`src/rtl/alu_seq.sv`:
```
// alu_seq: handshaked sequential ALU with a registered result, sticky ZNCV flags,
// carry-chained ADC/SBC, barrel shifts and an iterative LSB-first shift-add multiplier.
module alu_seq #(
  parameter  int WIDTH = 16,
  localparam int SHW   = $clog2(WIDTH)
) (
  input  logic             clk,
  input  logic             rst_n,
  input  logic             in_valid,
  output logic             in_ready,
  input  logic [3:0]       op,
  input  logic [WIDTH-1:0] a,
  input  logic [WIDTH-1:0] b,
  output logic             out_valid,
  input  logic             out_ready,
  output logic [WIDTH-1:0] result,
  output logic [3:0]       flags
);
  localparam logic [3:0] OP_ADD = 4'd0;
  localparam logic [3:0] OP_SUB = 4'd1;
  localparam logic [3:0] OP_AND = 4'd2;
  localparam logic [3:0] OP_OR  = 4'd3;
  localparam logic [3:0] OP_XOR = 4'd4;
  localparam logic [3:0] OP_NOT = 4'd5;
  localparam logic [3:0] OP_SHL = 4'd6;
  localparam logic [3:0] OP_SHR = 4'd7;
  localparam logic [3:0] OP_SAR = 4'd8;
  localparam logic [3:0] OP_ADC = 4'd9;
  localparam logic [3:0] OP_SBC = 4'd10;
  localparam logic [3:0] OP_MUL = 4'd11;
  localparam logic [3:0] OP_CMP = 4'd12;
  localparam int MSB = WIDTH - 1;
  localparam logic [SHW-1:0] CNT_LAST = SHW'(WIDTH - 1);

  typedef enum logic [1:0] {IDLE, BUSY, DONE} state_t;

  state_t               state_q;
  logic [WIDTH-1:0]     result_q;
  logic [3:0]           flags_q;
  logic [SHW-1:0]       cnt_q;
  logic [2*WIDTH-1:0]   acc_q;
  logic [2*WIDTH-1:0]   mcand_q;
  logic [WIDTH-1:0]     mplr_q;

  logic                 accept;
  logic [SHW-1:0]       shamt;
  logic                 cin;
  logic [WIDTH:0]       sum_w;
  logic [WIDTH:0]       dif_w;
  logic [WIDTH:0]       shl_w;
  logic [WIDTH:0]       shr_w;
  logic signed [WIDTH:0] sar_w;
  logic [WIDTH-1:0]     zn_d;
  logic [WIDTH-1:0]     res_d;
  logic                 c_d;
  logic                 v_d;
  logic [3:0]           flags_d;
  logic [2*WIDTH-1:0]   prod_d;
  logic [3:0]           mflags_d;

  assign in_ready  = (state_q == IDLE) || (state_q == DONE && out_ready);
  assign accept    = in_valid && in_ready;
  assign out_valid = (state_q == DONE);
  assign result    = result_q;
  assign flags     = flags_q;
  assign shamt     = b[SHW-1:0];
  assign cin       = flags_q[1];

  always_comb begin
    sum_w = {1'b0, a} + {1'b0, b} + {{WIDTH{1'b0}}, (op == OP_ADC) & cin};
    dif_w = {1'b0, a} - {1'b0, b} - {{WIDTH{1'b0}}, (op == OP_SBC) & cin};
    // Extra bit beyond the shifted word captures the last bit shifted out (carry).
    shl_w = {1'b0, a} << shamt;
    shr_w = {a, 1'b0} >> shamt;
    sar_w = $signed({a, 1'b0}) >>> shamt;
    zn_d  = '0;
    c_d   = 1'b0;
    v_d   = 1'b0;
    case (op)
      OP_ADD, OP_ADC: begin
        zn_d = sum_w[MSB:0];
        c_d  = sum_w[WIDTH];
        v_d  = (a[MSB] == b[MSB]) && (sum_w[MSB] != a[MSB]);
      end
      OP_SUB, OP_SBC, OP_CMP: begin
        zn_d = dif_w[MSB:0];
        c_d  = dif_w[WIDTH];
        v_d  = (a[MSB] != b[MSB]) && (dif_w[MSB] != a[MSB]);
      end
      OP_AND: zn_d = a & b;
      OP_OR:  zn_d = a | b;
      OP_XOR: zn_d = a ^ b;
      OP_NOT: zn_d = ~a;
      OP_SHL: begin
        zn_d = shl_w[MSB:0];
        c_d  = shl_w[WIDTH];
      end
      OP_SHR: begin
        zn_d = shr_w[WIDTH:1];
        c_d  = shr_w[0];
      end
      OP_SAR: begin
        zn_d = sar_w[WIDTH:1];
        c_d  = sar_w[0];
      end
      default: ;
    endcase
    // CMP reports subtraction flags but passes operand A through as the result.
    res_d    = (op == OP_CMP) ? a : zn_d;
    flags_d  = {zn_d == '0, zn_d[MSB], c_d, v_d};
    prod_d   = acc_q + (mplr_q[0] ? mcand_q : '0);
    mflags_d = {prod_d[MSB:0] == '0, prod_d[MSB], |prod_d[2*WIDTH-1:WIDTH], 1'b0};
  end

  always_ff @(posedge clk or negedge rst_n) begin
    if (!rst_n) begin
      state_q  <= IDLE;
      result_q <= '0;
      flags_q  <= '0;
      cnt_q    <= '0;
    end else if (accept) begin
      cnt_q <= '0;
      if (op == OP_MUL) begin
        state_q <= BUSY;
      end else begin
        state_q  <= DONE;
        result_q <= res_d;
        flags_q  <= flags_d;
      end
    end else begin
      case (state_q)
        BUSY: begin
          if (cnt_q == CNT_LAST) begin
            state_q  <= DONE;
            result_q <= prod_d[MSB:0];
            flags_q  <= mflags_d;
          end else begin
            cnt_q <= cnt_q + 1'b1;
          end
        end
        DONE: if (out_ready) state_q <= IDLE;
        default: ;
      endcase
    end
  end

  // Multiplier datapath: one partial product per BUSY cycle, multiplier consumed LSB-first.
  always_ff @(posedge clk) begin
    if (accept) begin
      acc_q   <= '0;
      mcand_q <= {{WIDTH{1'b0}}, a};
      mplr_q  <= b;
    end else if (state_q == BUSY) begin
      acc_q   <= prod_d;
      mcand_q <= mcand_q << 1;
      mplr_q  <= mplr_q >> 1;
    end
  end

endmodule
```
`config.mk`:
```
export PLATFORM = sky130hd
export DESIGN_NAME = alu_seq
export DESIGN_NICKNAME = d
export VERILOG_FILES = /design/src/rtl/alu_seq.sv
export SDC_FILE = /design/constraint.sdc
export NUM_CORES = 1
export LEC_CHECK = 0
export ABC_AREA = 1
export CORE_MARGIN = 3
export CORE_UTILIZATION = 27
export CTS_BUF_LIST = sky130_fd_sc_hd__clkbuf_8
export DETAILED_ROUTE_END_ITERATION = 6
export PLACE_DENSITY_LB_ADDON = 0.1
export SLEW_MARGIN = 20
export SYNTH_ARGS = -nofsm -noshare
export SYNTH_HDL_FRONTEND = slang
export SYNTH_SLANG_ARGS = --single-unit
```
`constraint.sdc`:
```
create_clock -name clk -period 3.6 [get_ports clk]
set_clock_uncertainty 0.1 [all_clocks]
set_input_delay 0.9 -clock clk [delete_from_list [all_inputs] [get_ports clk]]
set_output_delay 0.9 -clock clk [all_outputs]
set_load 0.05 [all_outputs]
```
==> impl_results.md <==
* DP Wirelength at 42,400 µm
* Final Hold Fails at 0
* Failing checks: design-rule violations
* Routed WL at 50,300 µm
* # rows at 74
* Area taken by multi-input logic gates at 7720 µm²
* Top cell type's share of synthesized area at 0.218
* Initial Util at 0.277
* Post-DR wirelength/cell at 18.4 µm
* Die Wd at 212 µm
* RSZ-0062 raised after global routing: false
* Post-route DRC violation count at 4
* Antenna-violating nets left at 0
* # H-tree levels at 3
* Critical path launch point type: primary input
* Clk slew on worst S/H paths at 0.10 ns
* Worst-Margin Slew at 0.787 ns
* Post-synthesis net count at 2,071
* Post-synthesis compound-gate area fraction at 0.135
* Period utilization at 0.957
* Largest area contributor in the netlist: nand2_1
* Peak supply drop at 0.243 mV
* Global route overflow at 0
* CORE AREA at 41,400 µm²
* TritonCTS Sinks at 106
* CTS buffer count at 9
* Avg Cell Area, Syn at 5.94 µm²
* Ys async rst share at 0.245
* Final RePlAce weighted congestion at 0.953
* HP Class: register to register
* Storage cell area at 2570 µm²
* Layout area overhead at 28.0%
* Most frequent cells after synthesis: 666 x nand2_1, 285 x inv_1, 205 x nand3_1
* Slew Limit Fails at 0
* Final net count at 2,328
* Min Tclk post-route at 3.45 ns
* Setup-failing EPs final at 0
* Finished Layout Cells at 2,727
* Vias in the first global route at 12,800
* Mux contribution to synthesized area at 0
* IO Pins at 62
* Placed cell area at 14,300 µm²
* Top FF cell, synth: dfxtp_1
* Die boundary height at 212 µm
* PortBufs at 61
* Total GRT Usage at 0.225
* Top-count cell post-synth: nand2_1
* Max-cap violations at 0
* Post-synthesis xor/xnor area fraction at 0.0130
* DIE AREA at 45,000 µm²
* Syn Inst Count at 1,931
* Clk buf depth at 2
* Worst Path Max Fanout at 19
* Warnings, synthesis at 0
* PwrDens at 416 nW/µm²
* Cell area after layout at 14,700 µm²
* Crit. End Element: register
* Via-per-instance ratio at 4.81
* Largest family of logic cells by synthesized area: simple AND/OR/NAND/NOR gates
* Critical path arrival at 3.68 ns
* Initial antenna violation count at 0
* Status: finished, violations left
* Drt first pass iters at 7
* Req. time, crit path at 3.83 ns
* FF+latch count, synth at 106
* Leakage at 7.88 nW
* Iter 0 DRT Violations at 901
* Worst setup path class: primary input to register
* Top cells by area, synth: nand2_1 22%, ha_1 10%, inv_1 9.3%
* First-pass GRT wire length at 76,000 µm
* Routed vias at 13,100
* Sequential-to-total area share from yosys stat at 0.224
* Post-synth EDFFs at 32
* CTS tree: done
* Clk_lat worst skew at 0.46 ns
* Fillers at 4,667
* Post-Synth Adder-Cell Area at 0.112
* Root Driver: clkbuf_8
* Ratio of cells with drive above 1 in the final layout at 0.148
* Simple-Gate Fraction of Synth Area at 0.399
* Fmax at 290 MHz
* Slew headroom at 0.475
* Largest net degree at the start of global routing at 44
* Post-Place Cells at 2,708
* Netlist Area Pre-Place at 11,500 µm²
* Yosys cell types at 45
* WHS at 0.380 ns
[path summary, 6_finish.rpt]
path / from / endpoint / slack [ns] / cells after the start
worst min register to register: acc_q[3] / acc_q[3] / 0.38 / 2
worst max-delay path: b[0] / result[1] / 0.15 / 12
max in group asynchronous: rst_n / result[9] / 2.48 / 1
worst min-delay path: acc_q[3] / acc_q[3] / 0.38 / 2
min in group asynchronous: rst_n / state_q[1] / 0.39 / 1
worst max register to register: mplr_q[0] / flags[1] / 0.39 / 21
[routing by layer]
layer / up-vias / part of all wire / track usage
met4: 0 / 0.038 / 0.0808
met5: - / 0 / 0
met1: 6039 / 0.46 / 0.295
met3: 64 / 0.039 / 0.0283
li1: 6719 / - / -
met2: 282 / 0.47 / 0.379
[cell usage in the layout, fill, tap and decap left out, drive strengths merged, types with 11 or more instances in the layout]
cell | netlist | layout
nand2 | 673 | 673
inv | 288 | 290
buf | 27 | 238
nand3 | 207 | 207
nor2 | 165 | 165
o21ai | 105 | 105
ha | 95 | 95
a21oi | 79 | 79
clkdlybuf4s50 | 0 | 51
dfxtp | 48 | 48
edfxtp | 32 | 32
dfrtp | 26 | 26
nand4 | 23 | 23
a22o | 17 | 17
a22oi | 17 | 17
o211ai | 14 | 14
o21a | 13 | 13
xnor2 | 12 | 12
nor3 | 12 | 12
o22ai | 11 | 11
clkbuf | 25 | 11
[stage by stage]
step	TNS [ns]	total power [mW]	setup WS, ns	util
4_1_cts	0	6.15	0.0564	0.353
2_1_floorplan	0	3.82	0.126	-
3_5_place_dp	-9.97	5.29	-0.718	0.346
5_1_grt	0	6.57	0.00192	0.355
6_report	0	6.11	0.154	0.355
3_3_place_gp	-9.80	5.29	-0.712	0.346
[logic make-up (layout without fill, tap and decap cells)]
kind of cell,after synthesis,after routing
simple gates,1101,1101
buf+inv,341,603
compound gates,266,266
flops,106,106
fa+ha+maj,100,100
xor+xnor,17,17
other cells,0,2
[registers in the layout, indices dropped and copies added, names as in the netlist]
| signal | cells |
|---|---|
| mplr_q | 16 |
| mcand_q | 32 |
| flags | 4 |
| cnt_q | 4 |
| result | 16 |
| state_q | 2 |
| acc_q | 32 |
[report_power, final]
| part | leakage (nW) | switching (mW) | internal (mW) |
|---|---|---|---|
| registers | 1.01 | 0.212 | 1.60 |
| logic | 6.78 | 2.25 | 1.24 |
| clock network | 0.0900 | 0.533 | 0.280 |
| total | 7.88 | 2.99 | 3.12 |
[final cells by class]
type                    count  share of cell area
diodes                      2            0.000341
clock buffers              10             0.00937
clock inverters             6             0.00341
inverters                 289              0.0740
multi-input cells        1484               0.525
flip-flops and latches    106               0.175
well taps                 532              0.0453
repair buffers            298               0.167
[worst max-delay path, stage by stage]
cell	delay, ns
clkdlybuf4s50_1	0.52
buf_4	0.29
fa_2	0.26
inv_1	0.05
fa_2	0.51
a21oi_1	0.04
nor3b_1	0.27
nand3_1	0.20
o21ai_0	0.27
buf_4	0.16
o211ai_1	0.07
o21a_1	0.13
[timing repair]
item	4_1_cts	5_1_grt
endpoints found under the hold margin	0	0
pin swaps	15	11
hold buffers	0	0
gates resized for setup	28	37
setup buffers	1	0
gates cloned	0	0
endpoints found under the setup margin	11	13
Power figures use the tool's default switching activity.
